**src/rtl/ahbl_apb_pkg.sv**
```systemverilog
// ahbl_apb_pkg: shared AHB-Lite encodings and the bridge FSM states
// for the AHB-Lite to multi-slot APB3 bridge.
package ahbl_apb_pkg;

    localparam logic [1:0] HTRANS_IDLE   = 2'b00;
    localparam logic [1:0] HTRANS_BUSY   = 2'b01;
    localparam logic [1:0] HTRANS_NONSEQ = 2'b10;
    localparam logic [1:0] HTRANS_SEQ    = 2'b11;

    localparam logic HRESP_OKAY  = 1'b0;
    localparam logic HRESP_ERROR = 1'b1;

    typedef enum logic [2:0] {
        ST_IDLE,
        ST_SETUP,
        ST_ACCESS,
        ST_DONE,
        ST_ERR1,
        ST_ERR2
    } state_t;

endpackage

```
**src/rtl/ahbl_apb_rmux.sv**
```systemverilog
// ahbl_apb_rmux: selects the addressed slot's PRDATA/PREADY/PSLVERR.
// An index with no slot behind it completes at once with an error.
module ahbl_apb_rmux
    import ahbl_apb_pkg::*;
#(
    parameter int APB_SLOTS  = 16,
    parameter int DATA_WIDTH = 32
) (
    input  logic [3:0]                      i_slot,
    input  logic [APB_SLOTS*DATA_WIDTH-1:0] i_prdata_s,
    input  logic [APB_SLOTS-1:0]            i_pready_s,
    input  logic [APB_SLOTS-1:0]            i_pslverr_s,
    output logic [DATA_WIDTH-1:0]           o_prdata,
    output logic                            o_pready,
    output logic                            o_pslverr
);

    // Route the registered slot's response; default is ready+error
    always_comb begin
        o_prdata  = '0;
        o_pready  = 1'b1;
        o_pslverr = 1'b1;
        for (int i = 0; i < APB_SLOTS; i++) begin
            if (i_slot == 4'(i)) begin
                o_prdata  = i_prdata_s[i*DATA_WIDTH +: DATA_WIDTH];
                o_pready  = i_pready_s[i];
                o_pslverr = i_pslverr_s[i];
            end
        end
    end

endmodule

```
**src/rtl/ahbl_apb_bridge_n.sv**
```systemverilog
// ahbl_apb_bridge_n: AHB-Lite slave to multi-slot APB3 master bridge.
// Optional ACCESS watchdog: define AHBL_APB_BRIDGE_TIMEOUT_EN.
module ahbl_apb_bridge_n
    import ahbl_apb_pkg::*;
#(
    parameter int APB_SLOTS      = 16,
    parameter int SLOT_LSB       = 12,
    parameter int PADDR_WIDTH    = 12,
    parameter int DATA_WIDTH     = 32,
    parameter int TIMEOUT_CYCLES = 256
) (
    input  logic                            HCLK,
    input  logic                            HRESETN,
    input  logic                            HSEL,
    input  logic [31:0]                     HADDR,
    input  logic [1:0]                      HTRANS,
    input  logic                            HWRITE,
    input  logic [2:0]                      HSIZE,
    input  logic [DATA_WIDTH-1:0]           HWDATA,
    input  logic                            HREADYIN,
    output logic                            HREADYOUT,
    output logic                            HRESP,
    output logic [DATA_WIDTH-1:0]           HRDATA,
    output logic [PADDR_WIDTH-1:0]          PADDR,
    output logic [APB_SLOTS-1:0]            PSEL,
    output logic                            PENABLE,
    output logic                            PWRITE,
    output logic [DATA_WIDTH-1:0]           PWDATA,
    input  logic [APB_SLOTS*DATA_WIDTH-1:0] PRDATA_S,
    input  logic [APB_SLOTS-1:0]            PREADY_S,
    input  logic [APB_SLOTS-1:0]            PSLVERR_S
);

    logic [3:0]            w_hslot;
    logic                  w_accept;
    logic                  w_mapped;
    logic [APB_SLOTS-1:0]  w_hsel_oh;
    logic [DATA_WIDTH-1:0] w_prdata;
    logic                  w_pready;
    logic                  w_pslverr;
    logic                  w_unused;
    state_t                r_state;
    logic [3:0]            r_slot;
`ifdef AHBL_APB_BRIDGE_TIMEOUT_EN
    logic [15:0]           r_to_cnt;
    logic                  w_to_hit;

    assign w_to_hit = (r_to_cnt == 16'(TIMEOUT_CYCLES - 1));
`endif

    assign w_hslot  = HADDR[SLOT_LSB+3:SLOT_LSB];
    assign w_accept = HSEL & HREADYIN & HTRANS[1];
    assign w_mapped = ({1'b0, w_hslot} < 5'(APB_SLOTS));
    assign w_unused = ^{HSIZE, HADDR, HTRANS[0], 16'(TIMEOUT_CYCLES)};

    // One-hot PSEL pattern for the slot in the current address phase
    always_comb begin
        w_hsel_oh = '0;
        for (int i = 0; i < APB_SLOTS; i++) begin
            w_hsel_oh[i] = (w_hslot == 4'(i));
        end
    end

    ahbl_apb_rmux #(
        .APB_SLOTS  (APB_SLOTS),
        .DATA_WIDTH (DATA_WIDTH)
    ) u_rmux (
        .i_slot      (r_slot),
        .i_prdata_s  (PRDATA_S),
        .i_pready_s  (PREADY_S),
        .i_pslverr_s (PSLVERR_S),
        .o_prdata    (w_prdata),
        .o_pready    (w_pready),
        .o_pslverr   (w_pslverr)
    );

    // Bridge FSM; every AHB and APB output is a register
    always_ff @(posedge HCLK or negedge HRESETN) begin
        if (!HRESETN) begin
            r_state   <= ST_IDLE;
            r_slot    <= '0;
            HREADYOUT <= 1'b1;
            HRESP     <= HRESP_OKAY;
            HRDATA    <= '0;
            PSEL      <= '0;
            PENABLE   <= 1'b0;
            PWRITE    <= 1'b0;
            PADDR     <= '0;
            PWDATA    <= '0;
`ifdef AHBL_APB_BRIDGE_TIMEOUT_EN
            r_to_cnt  <= '0;
`endif
        end else begin
            unique case (r_state)
                ST_IDLE, ST_DONE, ST_ERR2: begin
                    HREADYOUT <= 1'b1;
                    HRESP     <= HRESP_OKAY;
                    r_state   <= ST_IDLE;
                    if (w_accept) begin
                        HREADYOUT <= 1'b0;
                        if (w_mapped) begin
                            r_state <= ST_SETUP;
                            r_slot  <= w_hslot;
                            PSEL    <= w_hsel_oh;
                            PADDR   <= HADDR[PADDR_WIDTH-1:0];
                            PWRITE  <= HWRITE;
`ifdef AHBL_APB_BRIDGE_TIMEOUT_EN
                            r_to_cnt <= '0;
`endif
                        end else begin
                            r_state <= ST_ERR1;
                            HRESP   <= HRESP_ERROR;
                        end
                    end
                end
                ST_SETUP: begin
                    PWDATA  <= HWDATA;
                    PENABLE <= 1'b1;
                    r_state <= ST_ACCESS;
                end
                ST_ACCESS: begin
                    if (w_pready) begin
                        PSEL    <= '0;
                        PENABLE <= 1'b0;
                        if (w_pslverr) begin
                            HRESP   <= HRESP_ERROR;
                            r_state <= ST_ERR1;
                        end else begin
                            if (!PWRITE) begin
                                HRDATA <= w_prdata;
                            end
                            HREADYOUT <= 1'b1;
                            r_state   <= ST_DONE;
                        end
                    end
`ifdef AHBL_APB_BRIDGE_TIMEOUT_EN
                    else if (w_to_hit) begin
                        PSEL    <= '0;
                        PENABLE <= 1'b0;
                        HRESP   <= HRESP_ERROR;
                        r_state <= ST_ERR1;
                    end else begin
                        r_to_cnt <= r_to_cnt + 16'd1;
                    end
`endif
                end
                ST_ERR1: begin
                    HREADYOUT <= 1'b1;
                    r_state   <= ST_ERR2;
                end
                default: begin
                    r_state <= ST_IDLE;
                end
            endcase
        end
    end

endmodule

```
**config.mk**
```make
export PLATFORM = sky130hd
export DESIGN_NAME = ahbl_apb_bridge_n
export DESIGN_NICKNAME = d
export VERILOG_FILES = /design/src/rtl/ahbl_apb_pkg.sv /design/src/rtl/ahbl_apb_rmux.sv /design/src/rtl/ahbl_apb_bridge_n.sv
export SDC_FILE = /design/constraint.sdc
export NUM_CORES = 1
export LEC_CHECK = 0
export CORE_AREA = 8 8 272 274
export DETAILED_ROUTE_END_ITERATION = 7
export DIE_AREA = 0 0 280 282
export PLACE_DENSITY = 0.47
export RECOVER_POWER = 25
export SYNTH_ARGS = -nofsm -noshare
export SYNTH_HDL_FRONTEND = slang
export SYNTH_SLANG_ARGS = --single-unit
```
**constraint.sdc**
```tcl
create_clock -name HCLK -period 5.1 [get_ports HCLK]
set_clock_uncertainty 0.1 [all_clocks]
set_input_delay 0.51 -clock HCLK [delete_from_list [all_inputs] [get_ports HCLK]]
set_output_delay 0.51 -clock HCLK [all_outputs]
set_load 0.005 [all_outputs]
```
==> out/metrics.yaml <==
startpoint_of_the_most_critical_hold_path: "PADDR[6]"
global_route.overflow_total: 0
cts_made_buffers: 9
worst-setup-path-type: "reg -> reg"
layout-drive-gt1-share: 0.0920
arrival_ns: 4.04
detailed_place_hpwl_um: 66600
cellLeakagePower_nw: 6.70
report.final.hold_viol_count: 0
gp_routability_congestion: 0.928
port_buffers: 693
avgRoutedWirePerCell_um: 30.0
worst_path_largest_cell_delay_ns: 0.89
whs_endpoint: "PADDR[6]"
vdd_drop_max_mv: 0.207
final_net_count: 2450
synth_cells: 1203
async_flop_share: 1.00
synth_area_per_inst_um2: 7.99
final_common_cell: "sky130_fd_sc_hd__clkdlybuf4s50_1"
rows: 97
finalWorstPathRequiredPeriod_ns: 3.84
r2r_start: "r_slot[2]"
m1WireLength_um: 34200
top_level_ports: 714
sequential_cell_area_mm2: 0.00259
timing.reg2reg.worst_path_depth: 7
grt_usage: 0.200
violations_in_the_final_reports: "max-capacitance violations, max-slew violations"
drt_pre_antenna_iters: 5
vias_per_cell: 4.64
status: "finished with violations"
max_clock_freq_mhz: 260
most-common-layout-cells: "sky130_fd_sc_hd__clkdlybuf4s50_1 (692), sky130_fd_sc_hd__nand2_1 (213), sky130_fd_sc_hd__o21ai_0 (101)"
grt_first_pass_wirelength_um: 112000
timing.final.setup_violations: 0
fin_ws_ns: 1.26
ys_seq_area_frac: 0.268
endpoint_kind: "flop"
layout_worst_path_cycle_share: 0.754
critical_path.cell_chain: "and2_1 -> nand2_1 -> o21ai_0 -> o22ai_2 -> nor4b_4 -> buf_4 -> mux2_2"
cts_repair_resize_count: 0
grt_pass1_vias: 13900
number_of_different_library_cells_in_the_post_synthesis_netlist: 70
count_of_h_tree_levels_built_during_cts: 3
worst_setup_hold_path_clk_slew_ns: 0.11
slew_violations: 33
postRouteAntennaNets: 0
r2r_setup_slack_ns: 1.26
dr_wl_met2_um: 40600
chipWidth_um: 280
floorplan.die_area_mm2: 0.0790
crit_path_top_delay_cell: "sky130_fd_sc_hd__and2_1"
ctsHoldBuffers: 1
timing.max_slew.rel_slack: -0.0881
postSynthNetCount: 1821
floorplan.die.height_um: 282
wirelength_um: 83200
pin_count_of_the_biggest_net_entering_global_routing: 62
synth.cell_area_mm2: 0.00961
r2r-end: "HRDATA[17]"
drt_drc_violations_left: 0
vias: 12900
effective_utilization_at_floorplan: 0.138
power_density_mw_per_mm2: 500
detail_route.iter0.violations: 916
place_ws_ns: 1.10
post-cts-setup-buffer-count: 0
startpoint_type: "flop"
grt_setup_unrepaired: "false"
areaGrowthSynthToFinish_pct: 85.7
highest-signal-layer: "met5"
clock_sinks: 103
clock_tree.root_cell: "sky130_fd_sc_hd__clkbuf_16"
hold_path_class: "reg -> reg"
synth_enable_flop_cells: 0
setup_total_negative_slack_ns: 0
worst_slew_pin_slew_ns: 1.63
timing.hold.ws_ns: 0.380
ys_dominant_reg_cell: "sky130_fd_sc_hd__dfrtp_1"
min_delay_path_depth: 2
critical_path.n_buffers_inverters: 1
clock_insertion_delay_worst_skew_ns: 0.40
timing.critical_path.depth: 7
fillers: 7588
wl_met3_um: 6580
timing.critical_path.max_delay_family: "simple AND/OR/NAND/NOR gates"
yosysWarnings: 0
buffer_depth_of_the_longest_clock_path: 2
crit_path_max_fanout: 45
grt_antenna_before_repair: 22
drv_cap: 1
critPathRequiredTime_ns: 5.30
yosys_register_bits: 103
multi_input_comb_area_mm2: 0.00643
tritoncts: "done"
placeableCoreArea_mm2: 0.0695
## area by class of cell
type | count | share of cell area
clock inverters | 7 | 0.00442
diodes | 2 | 0.000280
repair buffers | 740 | 0.408
multi-input cells | 964 | 0.360
inverters | 14 | 0.00301
clock buffers | 9 | 0.0126
flip-flops and latches | 103 | 0.145
well taps | 940 | 0.0659
## Yosys cell counts (all sizes together) (10+ instances only)
library cell / n / area share
nand2: 214 / 0.084
dfrtp: 102 / 0.27
o21ai: 101 / 0.053
a21oi: 88 / 0.046
nor2: 73 / 0.029
buf: 66 / 0.038
mux2i: 66 / 0.069
mux2: 57 / 0.078
clkbuf: 56 / 0.022
o22ai: 54 / 0.036
nand2b: 22 / 0.014
nor3: 22 / 0.011
nor2b: 19 / 0.012
a221oi: 18 / 0.016
nand3: 18 / 0.0094
o221ai: 17 / 0.015
mux4: 16 / 0.037
a22oi: 14 / 0.011
inv: 14 / 0.0055
a221o: 12 / 0.012
a32oi: 11 / 0.010
a31oi: 10 / 0.0072
o32ai: 10 / 0.0091
## per-layer routing
layer  up-vias  GRT usage
li1       5765          -
met3        88     0.0552
met2       689      0.348
met5         -          0
met1      6340      0.240
met4        10     0.0533
## worst max path at each step
stage               from          to
4_1_cts        r_slot[2]  HRDATA[17]
3_5_place_dp   r_slot[2]  HRDATA[17]
5_1_grt        r_slot[2]  HRDATA[17]
6_report       r_slot[2]  HRDATA[17]
2_1_floorplan  r_slot[2]   HRDATA[0]
3_3_place_gp   r_slot[2]  HRDATA[17]
## cell families (layout without fill, tap and decap cells)
family,after synthesis,count (layout),share of synthesized area
other cells,0,2,0
flops,103,103,0.268
mux,139,139,0.184
buf+inv,136,770,0.0657
simple gates,410,410,0.194
compound gates,415,415,0.288
## power by group
| group | switching, mW | total [mW] | internal [mW] | leakage, nW |
|---|---|---|---|---|
| combinational | 3.69 | 6.44 | 2.76 | 5.26 |
| clock | 0.480 | 0.835 | 0.355 | 0.149 |
| sequential | 0.482 | 1.64 | 1.16 | 1.29 |
## worst register-to-register path, stage by stage (launching register included)
cell and delay, ns:
sky130_fd_sc_hd__dfrtp_4 0.85, sky130_fd_sc_hd__and2_1 0.95, sky130_fd_sc_hd__nand2_1 0.19, sky130_fd_sc_hd__o21ai_0 0.24, sky130_fd_sc_hd__o22ai_2 0.16, sky130_fd_sc_hd__nor4b_4 0.33, sky130_fd_sc_hd__buf_4 0.49, sky130_fd_sc_hd__mux2_2 0.44
## sequential cells by signal (all words and copies together), names as in the netlist
name	cells
HRDATA	32
HREADYOUT	1
HRESP	1
PADDR	12
PENABLE	1
PSEL	16
PWDATA	32
PWRITE	1
r_slot	4
r_state	3
## metrics by stage
stage	area, µm²	cells	power (mW)	util
5_1_grt	17900	2778	9.53	0.257
3_5_place_dp	17500	2760	8.18	0.252
4_1_cts	17900	2777	9.08	0.257
3_3_place_gp	17500	2760	8.15	0.252
6_report	17900	2779	8.92	0.257
2_1_floorplan	9610	1203	4.90	-
No activity file was read; power rests on OpenSTA's default activity.
